$ cat config.mk
export PLATFORM = sky130hd
export DESIGN_NAME = mole_spawner
export DESIGN_NICKNAME = d
export VERILOG_FILES = /design/src/rtl/mole_spawner_pkg.sv /design/src/rtl/mole_spawner_popcount18.sv /design/src/rtl/mole_spawner.sv
export SDC_FILE = /design/constraint.sdc
export NUM_CORES = 1
export LEC_CHECK = 0
export BUFFER_PORTS_ARGS = -buffer_cell sky130_fd_sc_hd__buf_2
export CAP_MARGIN = 20
export CORE_MARGIN = 4
export CORE_UTILIZATION = 45
export CTS_CLUSTER_SIZE = 20
export DETAILED_ROUTE_END_ITERATION = 6
export SLEW_MARGIN = 20
export SYNTH_ARGS = -nofsm -noshare
export SYNTH_HDL_FRONTEND = slang
export SYNTH_SLANG_ARGS = --single-unit
$ cat constraint.sdc
create_clock -name clk -period 8.7 [get_ports clk]
set_clock_uncertainty 0.1 [all_clocks]
set_input_delay 1.74 -clock clk [delete_from_list [all_inputs] [get_ports clk]]
set_output_delay 1.74 -clock clk [all_outputs]
set_load 0.01 [all_outputs]
$ cat src/rtl/mole_spawner_pkg.sv
// Shared definitions for the whack-a-mole spawner: state encoding, widths
// and the saturating counter update used by score and miss tallies.
package mole_spawner_pkg;

   localparam int LED_W   = 18;
   localparam int SCORE_W = 16;
   localparam int COUNT_W = 5;
   localparam int TIMER_W = 32;

   typedef enum logic [2:0] {
      IDLE,
      REQ,
      WAIT,
      SHOW,
      GAP
   } state_t;

   // Tallies stick at all-ones rather than wrapping back to zero.
   function automatic logic [SCORE_W-1:0] sat_add(input logic [SCORE_W-1:0] total,
                                                  input logic [COUNT_W-1:0] inc);
      logic [SCORE_W:0] sum;
      sum = {1'b0, total} + {{(SCORE_W + 1 - COUNT_W){1'b0}}, inc};
      return sum[SCORE_W] ? {SCORE_W{1'b1}} : sum[SCORE_W-1:0];
   endfunction

endpackage

$ cat src/rtl/mole_spawner_popcount18.sv
// Combinational population count of an 18-bit mole mask.
module popcount18
   import mole_spawner_pkg::*;
(
   input  logic [LED_W-1:0]   bits,
   output logic [COUNT_W-1:0] count
);

   always_comb begin
      count = '0;
      for (int i = 0; i < LED_W; i++) begin
         count = count + {{(COUNT_W - 1){1'b0}}, bits[i]};
      end
   end

endmodule

$ cat src/rtl/mole_spawner.sv
// Round sequencer for the mole game: requests a random mask from the external
// LFSR, shows it, scores switch hits and tallies expired moles.
module mole_spawner
   import mole_spawner_pkg::*;
#(
   parameter int SHOW_CYCLES = 50000000,
   parameter int GAP_CYCLES  = 12500000,
   parameter int RNG_LATENCY = 1
) (
   input  logic               clk,
   input  logic               reset,
   input  logic               enable,
   input  logic [LED_W-1:0]   rng_value,
   output logic               rng_change,
   input  logic [LED_W-1:0]   sw,
   output logic [LED_W-1:0]   leds,
   output logic [SCORE_W-1:0] score,
   output logic [SCORE_W-1:0] misses,
   output logic               round_done
);

   localparam logic [TIMER_W-1:0] SHOW_LOAD = TIMER_W'(SHOW_CYCLES - 1);
   localparam logic [TIMER_W-1:0] GAP_LOAD  = TIMER_W'(GAP_CYCLES - 1);
   localparam logic [TIMER_W-1:0] RNG_LOAD  = TIMER_W'(RNG_LATENCY - 1);

   state_t             state;
   state_t             state_next;
   logic [LED_W-1:0]   mask;
   logic [LED_W-1:0]   sw_prev;
   logic [LED_W-1:0]   hits;
   logic [LED_W-1:0]   mask_left;
   logic [TIMER_W-1:0] timer;
   logic [COUNT_W-1:0] hit_count;
   logic [COUNT_W-1:0] miss_count;
   logic               timer_zero;
   logic               round_end;

   // Only rising switch edges on lit moles count; held switches never re-hit.
   always_comb begin
      hits       = (state == SHOW) ? (sw & ~sw_prev & mask) : '0;
      mask_left  = mask & ~hits;
      timer_zero = (timer == '0);
      round_end  = (state == SHOW) && enable && ((mask_left == '0) || timer_zero);
   end

   popcount18 u_hit_count (
      .bits  (hits),
      .count (hit_count)
   );

   popcount18 u_miss_count (
      .bits  (mask_left),
      .count (miss_count)
   );

   always_ff @(posedge clk or posedge reset) begin
      if (reset) begin
         state <= IDLE;
      end else begin
         state <= state_next;
      end
   end

   always_comb begin
      state_next = state;
      case (state)
         IDLE:    if (enable) state_next = REQ;
         REQ:     state_next = WAIT;
         WAIT:    if (timer_zero) state_next = SHOW;
         SHOW:    if (round_end) state_next = GAP;
         GAP:     if (timer_zero) state_next = REQ;
         default: state_next = IDLE;
      endcase
      if (!enable) begin
         state_next = IDLE;
      end
   end

   always_comb begin
      rng_change = (state == REQ);
      leds       = (state == SHOW) ? mask : '0;
      round_done = round_end;
   end

   // Shared timer covers RNG latency, show window and dark gap in turn.
   always_ff @(posedge clk or posedge reset) begin
      if (reset) begin
         mask    <= '0;
         sw_prev <= '0;
         timer   <= '0;
         score   <= '0;
         misses  <= '0;
      end else begin
         sw_prev <= sw;
         if (enable) begin
            case (state)
               REQ: timer <= RNG_LOAD;
               WAIT: begin
                  if (timer_zero) begin
                     mask  <= (rng_value == '0) ? {{(LED_W - 1){1'b0}}, 1'b1} : rng_value;
                     timer <= SHOW_LOAD;
                  end else begin
                     timer <= timer - 1'b1;
                  end
               end
               SHOW: begin
                  mask  <= mask_left;
                  score <= sat_add(score, hit_count);
                  if (timer_zero) begin
                     misses <= sat_add(misses, miss_count);
                  end
                  timer <= round_end ? GAP_LOAD : timer - 1'b1;
               end
               GAP: if (!timer_zero) timer <= timer - 1'b1;
               default: ;
            endcase
         end
      end
   end

endmodule

# Word level (Yosys, flattened, before mapping)
# Index checks and enable logic that the tools add are counted.
[op_classes]
n_eq_ne = 9
mux = 16
addsub = 37
reduce_logical = 14
n_bitwise = 5
[op_table]
columns = ["operator", "n"]
rows = [
  ["5-bit by 1-bit adder with 5-bit output", 32],
  ["32-bit case mux with 4 select lines", 1],
  ["32-bit two-way mux", 3],
  ["18-bit two-way mux", 4],
  ["18-bit bitwise AND", 3],
  ["18-bit logical NOT", 2],
  ["18-bit NOT", 2],
  ["18-bit case mux with 2 select lines", 1],
  ["16-bit by 5-bit adder with 17-bit output", 2],
  ["32-bit logical NOT", 1],
  ["16-bit two-way mux", 2],
  ["32-bit by 1-bit subtractor with 32-bit output (second input constant)", 1],
  ["3-bit case mux with 5 select lines", 1],
  ["3-bit two-way mux", 4],
  ["3-bit AND reduction", 4],
  ["3-bit != test (second input constant)", 3],
  ["3-bit by 2-bit == test with 1-bit output (second input constant)", 2],
  ["1-bit by 1-bit adder with 2-bit output", 2],
  ["2-bit != test (second input constant)", 2],
  ["4-bit nonzero test", 1],
  ["3-bit by 1-bit == test with 1-bit output (second input constant)", 1],
  ["3-bit == test (second input constant)", 1],
  ["3-bit logical NOT", 1],
  ["1-bit logical AND", 2],
  ["other kinds (3)", 3],
]
[totals]
regBits = 103
word_cells = 87

# Depth between registers and ports, before layout
# Gate-level depths: netlist (run 1).
[logic_depth]
ltp_word = 25
ltp_mapped = 29
depth_no_buf = 25

# Hierarchy
# Synthesis (run 1) repeated with hierarchy kept, for this count alone.
[unflattened]
cells_unflattened = 777
area_unflattened_um2 = 6829.0
[modules_own_cells]
columns = ["module", "cells_per_inst", "instances", "area_per_inst_um2"]
rows = [
  ["mole_spawner", 665, 1, 5828.1],
  ["popcount18", 56, 2, 500.5],
]

# Worst setup path before layout (run 1)
# No wires, ideal clock.
[synth_path]
kind = "input -> register"
from = "in sw[1]"
to = "reg misses[5]"
path_stages = 21
setup_slack_ns = 1.582
t_required_ns = 8.534
arrival_ns = 6.952
path_buffers = 2
path_cell_list = "and3b_1 -> nand2b_1 -> inv_1 -> ha_1 -> inv_1 -> fa_1 -> fa_1 -> fa_1 -> fa_1 -> fa_1 -> fa_1 -> fa_1 -> nor2b_1 -> o21ai_0 -> nand2b_1 -> a21oi_1 -> or3_1 -> clkbuf_1 -> or3_1 -> clkbuf_1 -> nand2_1"
[synth_between]
elab_chain_cells = 24
[synth_rtl]
columns = ["item", "line", "rtl"]
rows = [
  ["start, declared", "mole_spawner.sv:15", "input logic [LED_W-1:0] sw,"],
  ["18-bit bitwise AND (2 in a row)", "mole_spawner.sv:40", "hits = (state == SHOW) ? (sw & ~sw_prev & mask) : '0;"],
  ["18-bit two-way mux", "mole_spawner.sv:40", ""],
  ["18-bit NOT", "mole_spawner.sv:41", "mask_left = mask & ~hits;"],
  ["18-bit bitwise AND", "mole_spawner.sv:41", ""],
  ["1-bit by 1-bit adder with 2-bit output", "mole_spawner_popcount18.sv:12", "count = count + {{(COUNT_W - 1){1'b0}}, bits[i]};"],
  ["5-bit by 1-bit adder with 5-bit output (16 in a row)", "mole_spawner_popcount18.sv:12", ""],
  ["16-bit by 5-bit adder with 17-bit output", "mole_spawner_pkg.sv:22", "sum = {1'b0, total} + {{(SCORE_W + 1 - COUNT_W){1'b0}}, inc};"],
  ["16-bit two-way mux", "mole_spawner_pkg.sv:23", "return sum[SCORE_W] ? {SCORE_W{1'b1}} : sum[SCORE_W-1:0];"],
  ["end signal, assigned", "mole_spawner.sv:110", "misses <= sat_add(misses, miss_count);"],
  ["end, declared", "mole_spawner.sv:18", "output logic [SCORE_W-1:0] misses,"],
]
# Every way passes these cells.
# A chain may end at the register's enable or synchronous reset.

# Worst setup path in the final report (run 1)
[layout_path]
from = "reg state[0]"
to = "reg score[4]"
[layout_between]
elab_chain_cells = 21
[layout_rtl]
columns = ["item", "line", "rtl"]
rows = [
  ["start, declared", "mole_spawner.sv:26", "state_t state;"],
  ["start signal, assigned", "mole_spawner.sv:60", "state <= state_next;"],
  ["3-bit by 2-bit == test with 1-bit output *", "mole_spawner.sv:40, mole_spawner.sv:96", ""],
  ["18-bit two-way mux", "mole_spawner.sv:40", ""],
  ["1-bit by 1-bit adder with 2-bit output", "mole_spawner_popcount18.sv:12", ""],
  ["5-bit by 1-bit adder with 5-bit output (16 in a row)", "mole_spawner_popcount18.sv:12", ""],
  ["16-bit by 5-bit adder with 17-bit output", "mole_spawner_pkg.sv:22", ""],
  ["16-bit two-way mux", "mole_spawner_pkg.sv:23", ""],
  ["end signal, assigned", "mole_spawner.sv:108", "score <= sat_add(score, hit_count);"],
  ["end, declared", "mole_spawner.sv:17", "output logic [SCORE_W-1:0] score,"],
]
# Every way passes the cells marked *; elsewhere a longest branch is shown, timed or not.

==> reports/metrics.sh, run 1 <==
WORSTSETUPENDPOINTTYPE='flip-flop'
GRT_SETUP_UNREPAIRED='no'
FINISH.NET_COUNT=884
LEAKAGE_nW=3.69
CTS.SINK_COUNT=103
R2R-START='state[0]'
ROUTE.DETAILED.WL_PER_INST_UM=17.6
MIN-DELAY-PATH-CLASS='flip-flop to flip-flop'
CTS.REPAIR_TIMING.SETUP_BUFFER_COUNT=0
POWERDENSITY_mW_PER_MM2=396
ROUTE.FINAL.WIRE_LENGTH_UM=17300
GP_CONGESTION=0.870
PREDOMINANT_POST_SYNTHESIS_FLOP_CELL='sky130_fd_sc_hd__dfrtp_1'
TIMING.CRITICAL_PATH.FROM_TYPE='flip-flop'
CLKTRANSATPATHREGS_NS=0.07
SEQ_POWER_SHARE_PCT=23.5
CRIT_TYPE='flip-flop to flip-flop'
MAX_SLEW_MARGIN_PCT=47.3
FINAL-HOLD-VIOLATION-COUNT=0
COUNT_OF_FINAL_MAX_SLEW_CHECK_FAILURES=0
PROPORTION_OF_SYNTHESIZED_FLIP_FLOPS_HAVING_ASYNCHRONOUS_SET_OR_RESET_PCT=100
SETUP_VIOL_COUNT_FINAL=0
FINAL.SETUP.TNS_NS=0
DIEAREA_MM2=0.0168
SYNTHESIS.AREA_MM2=0.00665
ANT_NETS=0
YS_TYPES=68
PLACE.PORT_BUFFERS=90
YS_FF_LATCH=103
SYNTH_TOP_AREA_CELL='sky130_fd_sc_hd__dfrtp_1'
POWER.SHARE.CLOCK_PCT=13.8
R2R_SETUP_SLACK_NS=1.43
AREA_OF_THE_CORE_MM2=0.0145
R2R_END='score[4]'
POWER.SHARE.COMBINATIONAL_PCT=62.8
CLKLATENCYLATEPIN_NS=0.36
PLACE.DETAILED.INSTANCES=969
CELLINTERNALPOWER_mW=1.65
PLACE_HPWL_UM=12900
YS_TOP_CELLS_BY_COUNT='sky130_fd_sc_hd__dfrtp_1 (103), sky130_fd_sc_hd__nand2_1 (80), sky130_fd_sc_hd__o21ai_0 (44)'
ROWS=44
LAYOUT-DRIVE-GT1-SHARE_PCT=17.0
TRITONCTS='done'
NUMCTSBUFFERS=9
MAXCLOCKFREQUENCY_MHz=138
LAYOUT.CELLS.NON_FILLER=985
ANTENNA_FOUND_INITIAL=0
SYNTH_EDF_COUNT=0
CTS.ROOT.BUFFER_CELL='sky130_fd_sc_hd__clkbuf_16'
LAYOUT_MIN_CYCLE_TIME_NS=7.27
GLOBAL_ROUTE_WIRE_LENGTH_BEFORE_REPAIR_UM=28900
CRITICAL_PATH_PEAK_FANOUT=39
AREA_GROWTH_SYN_TO_LAYOUT_PCT=13.4
POST_CTS_HOLD_BUFFER_COUNT=0
HOLD-PATH-CELL-COUNT=1
SYN-MEAN-INSTANCE-AREA_UM2=9.29
MIN_DELAY_WORST_ENDPOINT='misses[12]'
SYNTHESIS.INSTANCES=716
MIN_PERIOD_OVER_PERIOD_PCT=83.6
SYNTH_MOST_COMMON_CELL='sky130_fd_sc_hd__dfrtp_1'
DETAILEDROUTE.FIRSTITERATIONVIOLATIONS=482
NFILLCELLS=1348
DRC_ERRORS=0
INSERTEDDIODECOUNT=0
SYNTH-SEQ-AREA-SHARE_PCT=38.7
SWITCHING_POWER_mW=1.34
MAX-CLOCK-PATH-BUFFERS=2
RESULT_OF_THE_RUN='finished, final reports clean'
GROUTE.USAGE.OVERALL_PCT=21.5
GRT_PASS1_VIAS=5654
CRITPATHREQUIREDTIME_NS=8.81
TOP_LEVEL_PORT_COUNT=91
MAX_SLEW.WORST_PIN.SLEW_NS=0.791
MAX-VDD-IR-DROP_mV=0.329
FLOORPLAN.DIE.HEIGHT_UM=130
ROUTED_VIA_DENSITY=5.72
MAXCAPVIOLCOUNT=0
FINALWORSTSETUPSLACK_NS=1.43
CRITPATHARRIVALTIME_NS=7.38
CTS_RESIZED=0
DIE_W_UM=130
REG2REGPATHDEPTH=19
DPL_WORST_SLACK_NS=1.16
YOSYS-TOP-CELLS-AREA='sky130_fd_sc_hd__dfrtp_1 (39%), sky130_fd_sc_hd__fa_1 (7.8%), sky130_fd_sc_hd__nand2_1 (4.5%), sky130_fd_sc_hd__ha_1 (4.3%), sky130_fd_sc_hd__o21ai_0 (3.3%)'
POWER_SWITCHING_SHARE_PCT=44.8
SYNTH_TOP_AREA_SHARE_PCT=38.7
INITIAL_CORE_UTIL_PCT=45.8
FIRST_PASS_ITERS=5
HOLD_PATH_STARTPOINT='misses[12]'
GRT_START_MAX_NET_PINS=55
CLOCK_TREE.HTREE_LEVEL_COUNT=3
GRT_REMAINING_OVERFLOW=0
NUM_VIAS=5633
YOSYS_WARNINGS=0
MAPPEDNETLISTNETS=804
[cells by family (layout without fill, tap and decap cells)]
logic type | after synthesis | in the layout | synth area share, %
flip-flops | 103 | 103 | 38.7
multiplexers | 3 | 3 | 0.508
adder cells (fa/ha/maj) | 49 | 49 | 12.1
XOR/XNOR | 28 | 28 | 3.69
AND/OR/NAND/NOR | 299 | 299 | 24.2
buffers and inverters | 68 | 153 | 4.12
AO/OA/AOI/OAI | 166 | 166 | 16.6
[state kept, by name (all words and copies together), names as in the netlist]
name and cells:
timer 32, mask 18, sw_prev 18, misses 16, score 16, state 3
[power by group through the flow]
| stage | clock network, mW | registers [mW] | logic, mW |
|---|---|---|---|
| 2_1_floorplan | 0 | 0.675 | 1.53 |
| 3_3_place_gp | 0 | 0.699 | 1.83 |
| 3_5_place_dp | 0 | 0.705 | 1.88 |
| 4_1_cts | 0.424 | 0.697 | 1.89 |
| 5_1_grt | 0.447 | 0.718 | 2.16 |
| 6_report | 0.412 | 0.702 | 1.88 |
[per-layer routing]
metal | share of wire (%) | vias up | GRT usage [%]
met1 | 45 | 2785 | 28.7
met2 | 48 | 159 | 35.9
li1 | - | 2674 | -
met3 | 5.8 | 15 | 4.91
met4 | 1.1 | 0 | 4.52
met5 | 0 | - | 0
[layout make-up]
cell class              instances  area [um^2]  area share [%]
clock buffers                  10          229            3.03
well taps                     184          230            3.05
repair buffers                 94          480            6.37
clock inverters                 6         61.3           0.813
inverters                      43          164            2.17
flip-flops and latches        103         2580            34.2
multi-input cells             545         3800            50.4
[layout by cell type (no fill, tap or decap), types with 17 or more instances in the layout]
| cell | n |
|---|---|
| sky130_fd_sc_hd__o21ai_0 | 44 |
| sky130_fd_sc_hd__dfrtp_1 | 103 |
| sky130_fd_sc_hd__nor3_1 | 17 |
| sky130_fd_sc_hd__nand3_1 | 22 |
| sky130_fd_sc_hd__inv_1 | 42 |
| sky130_fd_sc_hd__nor2_1 | 42 |
| sky130_fd_sc_hd__xnor2_1 | 23 |
| sky130_fd_sc_hd__ha_1 | 23 |
| sky130_fd_sc_hd__a21oi_1 | 33 |
| sky130_fd_sc_hd__buf_2 | 90 |
| sky130_fd_sc_hd__and2_1 | 22 |
| sky130_fd_sc_hd__nor2b_1 | 22 |
| sky130_fd_sc_hd__fa_1 | 26 |
| sky130_fd_sc_hd__nand2_1 | 80 |
[worst max-delay path, cell delays in order (launching register included)]
cell	delay, ns
sky130_fd_sc_hd__dfrtp_1	0.65
sky130_fd_sc_hd__and3b_2	0.71
sky130_fd_sc_hd__and2_1	0.23
sky130_fd_sc_hd__and3b_1	0.21
sky130_fd_sc_hd__ha_1	0.24
sky130_fd_sc_hd__inv_1	0.07
sky130_fd_sc_hd__fa_1	0.46
sky130_fd_sc_hd__fa_1	0.51
sky130_fd_sc_hd__fa_1	0.53
sky130_fd_sc_hd__fa_1	0.43
sky130_fd_sc_hd__fa_1	0.42
sky130_fd_sc_hd__fa_1	0.50
sky130_fd_sc_hd__inv_1	0.07
sky130_fd_sc_hd__fa_1	0.43
sky130_fd_sc_hd__a21o_1	0.19
sky130_fd_sc_hd__a21oi_1	0.23
sky130_fd_sc_hd__inv_1	0.06
sky130_fd_sc_hd__a21oi_1	0.43
sky130_fd_sc_hd__or3_1	0.48
sky130_fd_sc_hd__o211ai_1	0.16
[stage by stage]
| step | utilization [%] | cell area, um^2 | total power, mW | hold WS [ns] |
|---|---|---|---|---|
| floorplan | - | 6650 | 2.20 | 0.354 |
| global placement | 49.9 | 7250 | 2.53 | 0.387 |
| detailed placement | 49.9 | 7250 | 2.58 | 0.396 |
| CTS | 51.9 | 7540 | 3.01 | 0.419 |
| global route | 51.9 | 7540 | 3.32 | 0.439 |
| finish | 51.9 | 7540 | 2.99 | 0.418 |
[worst max path at each step]
stage	startpoint	to	slack, ns	cells past startpoint
2_1_floorplan	sw[1]	misses[5]	1.58	21
3_3_place_gp	sw[1]	score[2]	1.27	18
3_5_place_dp	sw[1]	score[4]	1.16	18
4_1_cts	state[0]	score[9]	1.44	19
5_1_grt	state[0]	score[9]	0.94	19
6_report	state[0]	score[4]	1.43	19
(Power assumes the default switching activity.)
==> run 2: changes to the inputs <==
Clock period 8.7 ns to 7.4 ns, I/O delays scaled along.
==> run 2 against run 1 <==
Effect of this change:
- setup slack lost 0.83 ns
- non-clock buffer count grew 4
- combinational power grew 16%
- clock power increased by 21%
- final cell count increased by 0.30%
- worst hold slack got worse by 0.0053 ns
- sequential share of layout area fell by 0.17 points
- power grew 17%
- register-to-register slack got worse by 0.75 ns
- largest power group unchanged
==> reports/metrics.sh, run 2 (synthesis gave the netlist of run 1 again) <==
CLKTRANSATPATHREGS_NS=0.07
CRITICAL_PATH.TOP_DELAY_FAMILY='adder cells'
MAXCLOCKFREQUENCY_MHz=147
LAYOUT_COMMONEST_CELL='sky130_fd_sc_hd__dfrtp_1'
GP_CONGESTION=0.862
SETUP_VIOL_COUNT_FINAL=0
FLOORPLAN.DIE.HEIGHT_UM=130
MAXCAPVIOLCOUNT=0
AREA_GROWTH_SYN_TO_LAYOUT_PCT=14.0
CLKLATENCYLATEPIN_NS=0.36
LEAKAGE_nW=3.71
WORST_PATH_MOST_REPEATED_CELL='sky130_fd_sc_hd__fa_1'
MIN-DELAY-PATH-CLASS='flip-flop to flip-flop'
CLOCK_TREE.HTREE_LEVEL_COUNT=3
MAX-CLOCK-PATH-BUFFERS=2
LEADING_CELL_TYPES_IN_THE_LAYOUT_FILL_AND_TAPS_EXCLUDED='sky130_fd_sc_hd__dfrtp_1 (103), sky130_fd_sc_hd__buf_2 (90), sky130_fd_sc_hd__nand2_1 (80)'
CTS_RESIZED=0
MIN_PERIOD_OVER_PERIOD_PCT=91.9
DIE_W_UM=130
TOP_LEVEL_PORT_COUNT=91
PLACE_HPWL_UM=12800
REGAREA_MM2=0.00258
TRITONCTS='done'
FINISH.NET_COUNT=888
LARGESTREGISTERS='timer x32, mask x18, sw_prev x18'
CRITICAL-PATH-SLOWEST-CELL='sky130_fd_sc_hd__fa_1'
GRT_PASS1_VIAS=5607
GRT_REMAINING_OVERFLOW=0
CRITPATHARRIVALTIME_NS=7.00
HOLD-PATH-CELL-COUNT=1
MULTI_INPUT_AREA_MM2=0.00380
LAYOUT_MIN_CYCLE_TIME_NS=6.80
CP_SLOWEST_STAGE_DELAY_NS=0.53
MAX-VDD-IR-DROP_mV=0.400
NUMCTSBUFFERS=9
CRITPATHREQUIREDTIME_NS=7.60
POWERDENSITY_mW_PER_MM2=463
WORST-PATH-BUF-INV=3
MAX_SLEW.WORST_PIN.SLEW_NS=0.809
FIRST_PASS_ITERS=5
ROUTE.FINAL.WIRE_LENGTH_UM=17200
CTS.REPAIR_TIMING.SETUP_BUFFER_COUNT=0
FINAL.SETUP.TNS_NS=0
RESULT_OF_THE_RUN='finished, final reports clean'
PLACE.PORT_BUFFERS=90
CTS.SINK_COUNT=103
REG2REGPATHDEPTH=21
TIMING.CRITICAL_PATH.FROM_TYPE='input pin'
MAX_SLEW_MARGIN_PCT=46.1
LAYOUT-DRIVE-GT1-SHARE_PCT=17.3
AREA_OF_THE_CORE_MM2=0.0145
WORST_HOLD_SLACK_ACROSS_ALL_ENDPOINTS_NS=0.413
R2R_SETUP_SLACK_NS=0.68
CTS.ROOT.BUFFER_CELL='sky130_fd_sc_hd__clkbuf_16'
NUM_VIAS=5634
ANT_NETS=0
REGISTERS.TOP_BY_FF_COUNT='timer'
FINAL-HOLD-VIOLATION-COUNT=0
CRIT_CHAIN='buf_2, and3b_1, nand2b_1, inv_1, ha_1, inv_1, fa_1, fa_1, fa_1, fa_1, fa_1, fa_1, fa_1, nor2b_1, o21ai_0, nand2b_1, a21oi_1, or3_1, or3_1, nand2_1'
ANTENNA_FOUND_INITIAL=0
DETAILEDROUTE.FIRSTITERATIONVIOLATIONS=446
GRT_START_MAX_NET_PINS=63
COUNT_OF_FINAL_MAX_SLEW_CHECK_FAILURES=0
GRT_SETUP_UNREPAIRED='no'
GLOBAL_ROUTE_WIRE_LENGTH_BEFORE_REPAIR_UM=28300
WORSTSETUPENDPOINTTYPE='flip-flop'
ROUTED_VIA_DENSITY=5.70
GROUTE.USAGE.OVERALL_PCT=21.2
DRC_ERRORS=0
DIEAREA_MM2=0.0168
LARGEST_REGISTER_FFS=32
NFILLCELLS=1335
WORSTSETUPPATHDEPTH=20
ROUTE.DETAILED.WL_PER_INST_UM=17.4
INITIAL_CORE_UTIL_PCT=45.8
POST_CTS_HOLD_BUFFER_COUNT=0
ROWS=44
INSERTEDDIODECOUNT=0
CRIT_TYPE='input pin to flip-flop'
CRITICAL_PATH_PEAK_FANOUT=10
==> run 2: cell types whose count changed in the layout (fill, tap and decap cells not counted), sizes merged <==
| cell | delta |
|---|---|
| clkinv | -3 |
| clkbuf | +2 |
| buf | +4 |
==> run 2: report_power, final <==
part | internal (mW) | switching (mW)
Sequential | 0.692 | 0.130
Combinational | 0.988 | 1.20
Clock | 0.279 | 0.221
Total | 1.96 | 1.55
==> run 2: path summary, 6_finish.rpt <==
kind                            startpoint    endpoint
worst max register to register    state[0]   misses[5]
worst min register to register  misses[12]  misses[12]
worst min-delay path            misses[12]  misses[12]
max in group asynchronous            reset  sw_prev[1]
min in group asynchronous            reset   timer[18]
worst max-delay path                 sw[1]   misses[5]
==> run 2: metrics by stage <==
stage	worst slack, ns	cells	instance area, um^2	power, mW	util [%]
final	0.599	988	7580	3.51	52.2
after global routing	0.260	988	7580	3.94	52.2
after CTS	0.581	988	7580	3.55	52.2
after detailed placement	0.223	973	7280	3.04	50.1
after global placement	0.278	973	7280	2.98	50.1
after floorplan	0.542	716	6650	2.59	-
==> run 2: routing by layer <==
layer  GRT usage [%]  up-vias  wire length, um
li1                -     2688                -
met1            28.1     2743             7510
met2            35.4      175             8390
met3            4.41       28              982
met4            5.87        0              305
met5               0        -                0
==> run 2: cell type report <==
type / count / area share (%)
inverters: 43 / 2.16
clock inverters: 3 / 0.561
repair buffers: 98 / 6.73
flip-flops and latches: 103 / 34.0
multi-input cells: 545 / 50.1
well taps: 184 / 3.04
clock buffers: 12 / 3.38
==> run 3: changes to the inputs <==
Settings changed: PLACE_DENSITY_LB_ADDON from default to 0.12.
==> run 3 against run 2 <==
Effect of this change:
- core utilization up 0.22 points
- final cell count up 0.40%
- register-to-register slack better by 0.07 ns
- count of clock-buffer cells in the layout down 3
- combinational power up 4%
- sequential power down 0.7%
- critical path depth unchanged
- die area unchanged
- sequential share of layout area down 0.15 points
- setup slack better by 0.026 ns
- flip-flop and latch count unchanged
- largest cell class unchanged
- largest power group unchanged
- highest routed layer unchanged
==> reports/metrics.sh, run 3 (synthesis gave the netlist of run 1 again) <==
FINAL-HOLD-VIOLATION-COUNT=0
MULTI_INPUT_AREA_MM2=0.00380
CTS_RESIZED=0
MAX-VDD-IR-DROP_mV=0.513
NUM_VIAS=5670
FIRST_PASS_ITERS=5
CLKTRANSATPATHREGS_NS=0.08
CP_SLOWEST_STAGE_DELAY_NS=0.53
TOP_LEVEL_PORT_COUNT=91
LEAKAGE_nW=3.73
DETAILEDROUTE.FIRSTITERATIONVIOLATIONS=490
WORST_HOLD_SLACK_ACROSS_ALL_ENDPOINTS_NS=0.404
MIN-DELAY-PATH-CLASS='flip-flop to flip-flop'
CTS.ROOT.BUFFER_CELL='sky130_fd_sc_hd__clkbuf_16'
LEADING_CELL_TYPES_IN_THE_LAYOUT_FILL_AND_TAPS_EXCLUDED='sky130_fd_sc_hd__dfrtp_1 (103), sky130_fd_sc_hd__buf_2 (90), sky130_fd_sc_hd__nand2_1 (80)'
LARGESTREGISTERS='timer x32, mask x18, sw_prev x18'
NUMCTSBUFFERS=9
GRT_PASS1_VIAS=5631
DIEAREA_MM2=0.0168
CRITICAL_PATH_PEAK_FANOUT=6
MIN_PERIOD_OVER_PERIOD_PCT=91.6
ANT_NETS=0
REGAREA_MM2=0.00258
ANTENNA_FOUND_INITIAL=0
CTS.SINK_COUNT=103
CRITICAL-PATH-SLOWEST-CELL='sky130_fd_sc_hd__fa_1'
GRT_REMAINING_OVERFLOW=0
PLACE_HPWL_UM=13000
AREA_GROWTH_SYN_TO_LAYOUT_PCT=14.5
ROUTED_VIA_DENSITY=5.72
LARGEST_REGISTER_FFS=32
FINAL.SETUP.TNS_NS=0
FINALWORSTSETUPSLACK_NS=0.625
GRT_SETUP_UNREPAIRED='no'
MAX-CLOCK-PATH-BUFFERS=2
MAXCLOCKFREQUENCY_MHz=148
WORST-PATH-BUF-INV=3
MAX_SLEW_MARGIN_PCT=46.6
GP_CONGESTION=0.864
CRIT_TYPE='input pin to flip-flop'
LAYOUT-DRIVE-GT1-SHARE_PCT=17.8
ROUTE.FINAL.WIRE_LENGTH_UM=17200
GROUTE.USAGE.OVERALL_PCT=21.3
ROWS=44
CRITPATHREQUIREDTIME_NS=7.59
COUNT_OF_FINAL_MAX_SLEW_CHECK_FAILURES=0
NFILLCELLS=1350
CRITICAL_PATH.TOP_DELAY_FAMILY='adder cells'
TIMING.CRITICAL_PATH.FROM_TYPE='input pin'
MAX_SLEW.WORST_PIN.SLEW_NS=0.792
INSERTEDDIODECOUNT=0
LAYOUT_COMMONEST_CELL='sky130_fd_sc_hd__dfrtp_1'
DIE_W_UM=130
CRITPATHARRIVALTIME_NS=6.97
FLOORPLAN.DIE.HEIGHT_UM=130
ROUTE.DETAILED.WL_PER_INST_UM=17.3
DRC_ERRORS=0
FINISH.NET_COUNT=891
POST_CTS_HOLD_BUFFER_COUNT=0
POWERDENSITY_mW_PER_MM2=470
DPL_WORST_SLACK_NS=0.231
CRIT_CHAIN='buf_2, and3b_1, nand2b_1, inv_1, ha_1, inv_1, fa_1, fa_1, fa_1, fa_1, fa_1, fa_1, fa_1, nor2b_1, o21ai_0, nand2b_1, a21oi_1, or3_1, or3_1, nand2_1'
GRT_START_MAX_NET_PINS=77
CLOCK_TREE.HTREE_LEVEL_COUNT=3
WORSTSETUPENDPOINTTYPE='flip-flop'
SETUP_VIOL_COUNT_FINAL=0
TRITONCTS='done'
CLKLATENCYLATEPIN_NS=0.36
FIN_UTIL_PCT=52.4
REGISTERS.TOP_BY_FF_COUNT='timer'
RESULT_OF_THE_RUN='finished, final reports clean'
CTS.REPAIR_TIMING.SETUP_BUFFER_COUNT=0
AREA_OF_THE_CORE_MM2=0.0145
INITIAL_CORE_UTIL_PCT=45.8
PLACE.PORT_BUFFERS=90
MAXCAPVIOLCOUNT=0
GLOBAL_ROUTE_WIRE_LENGTH_BEFORE_REPAIR_UM=28400
WORST_PATH_MOST_REPEATED_CELL='sky130_fd_sc_hd__fa_1'
LAYOUT_MIN_CYCLE_TIME_NS=6.78
[run 3: changes by cell type in the layout (fill, tap and decap cells not counted), sizes merged]
cell	delta
buf	+3
clkbuf	-3
inv	+2
clkinv	+2
[run 3: where the power goes]
group          switching, mW  internal [mW]  total [mW]
Combinational           1.26           1.01        2.27
Sequential             0.123          0.691       0.815
Clock                  0.231          0.267       0.498
Total                   1.61           1.97        3.58
[run 3: worst paths after layout]
kind                               start          to  slack, ns  cells after the start
worst max-delay path               sw[1]  misses[10]       0.62                     20
worst min-delay path             mask[0]     mask[0]       0.40                      2
worst max register to register  state[1]  misses[10]       0.75                     21
worst min register to register   mask[0]     mask[0]       0.40                      2
max in group asynchronous          reset  misses[12]       5.16                      3
min in group asynchronous          reset   score[13]       1.02                      2
[run 3: per-stage QoR]
stage	instance area, um^2	std cells	power (mW)
after CTS	7610	992	3.62
after floorplan	6650	716	2.59
final	7620	992	3.58
after global placement	7310	976	3.02
after detailed placement	7310	976	3.10
after global routing	7620	992	3.97
[run 3: layer usage]
metal	wire [um]	global-route usage [%]
met1	7670	28.4
met2	7920	34.3
met3	1180	4.99
met4	437	6.97
met5	0	0
[run 3: layout make-up]
class / instances / area share (%)
clock buffers: 9 / 2.96
clock inverters: 7 / 1.05
inverters: 43 / 2.15
multi-input cells: 545 / 49.9
flip-flops and latches: 103 / 33.8
well taps: 184 / 3.02
repair buffers: 101 / 7.05
[run 3: worst reg2reg max path, delay by kind of cell, from the launching register on]
family	cells	cell delay (ns)
adder cells (fa/ha/maj)	8	3.56
AND/OR/NAND/NOR	9	2.04
flip-flops	1	0.61
AO/OA/AOI/OAI	2	0.19
buffers and inverters	2	0.09
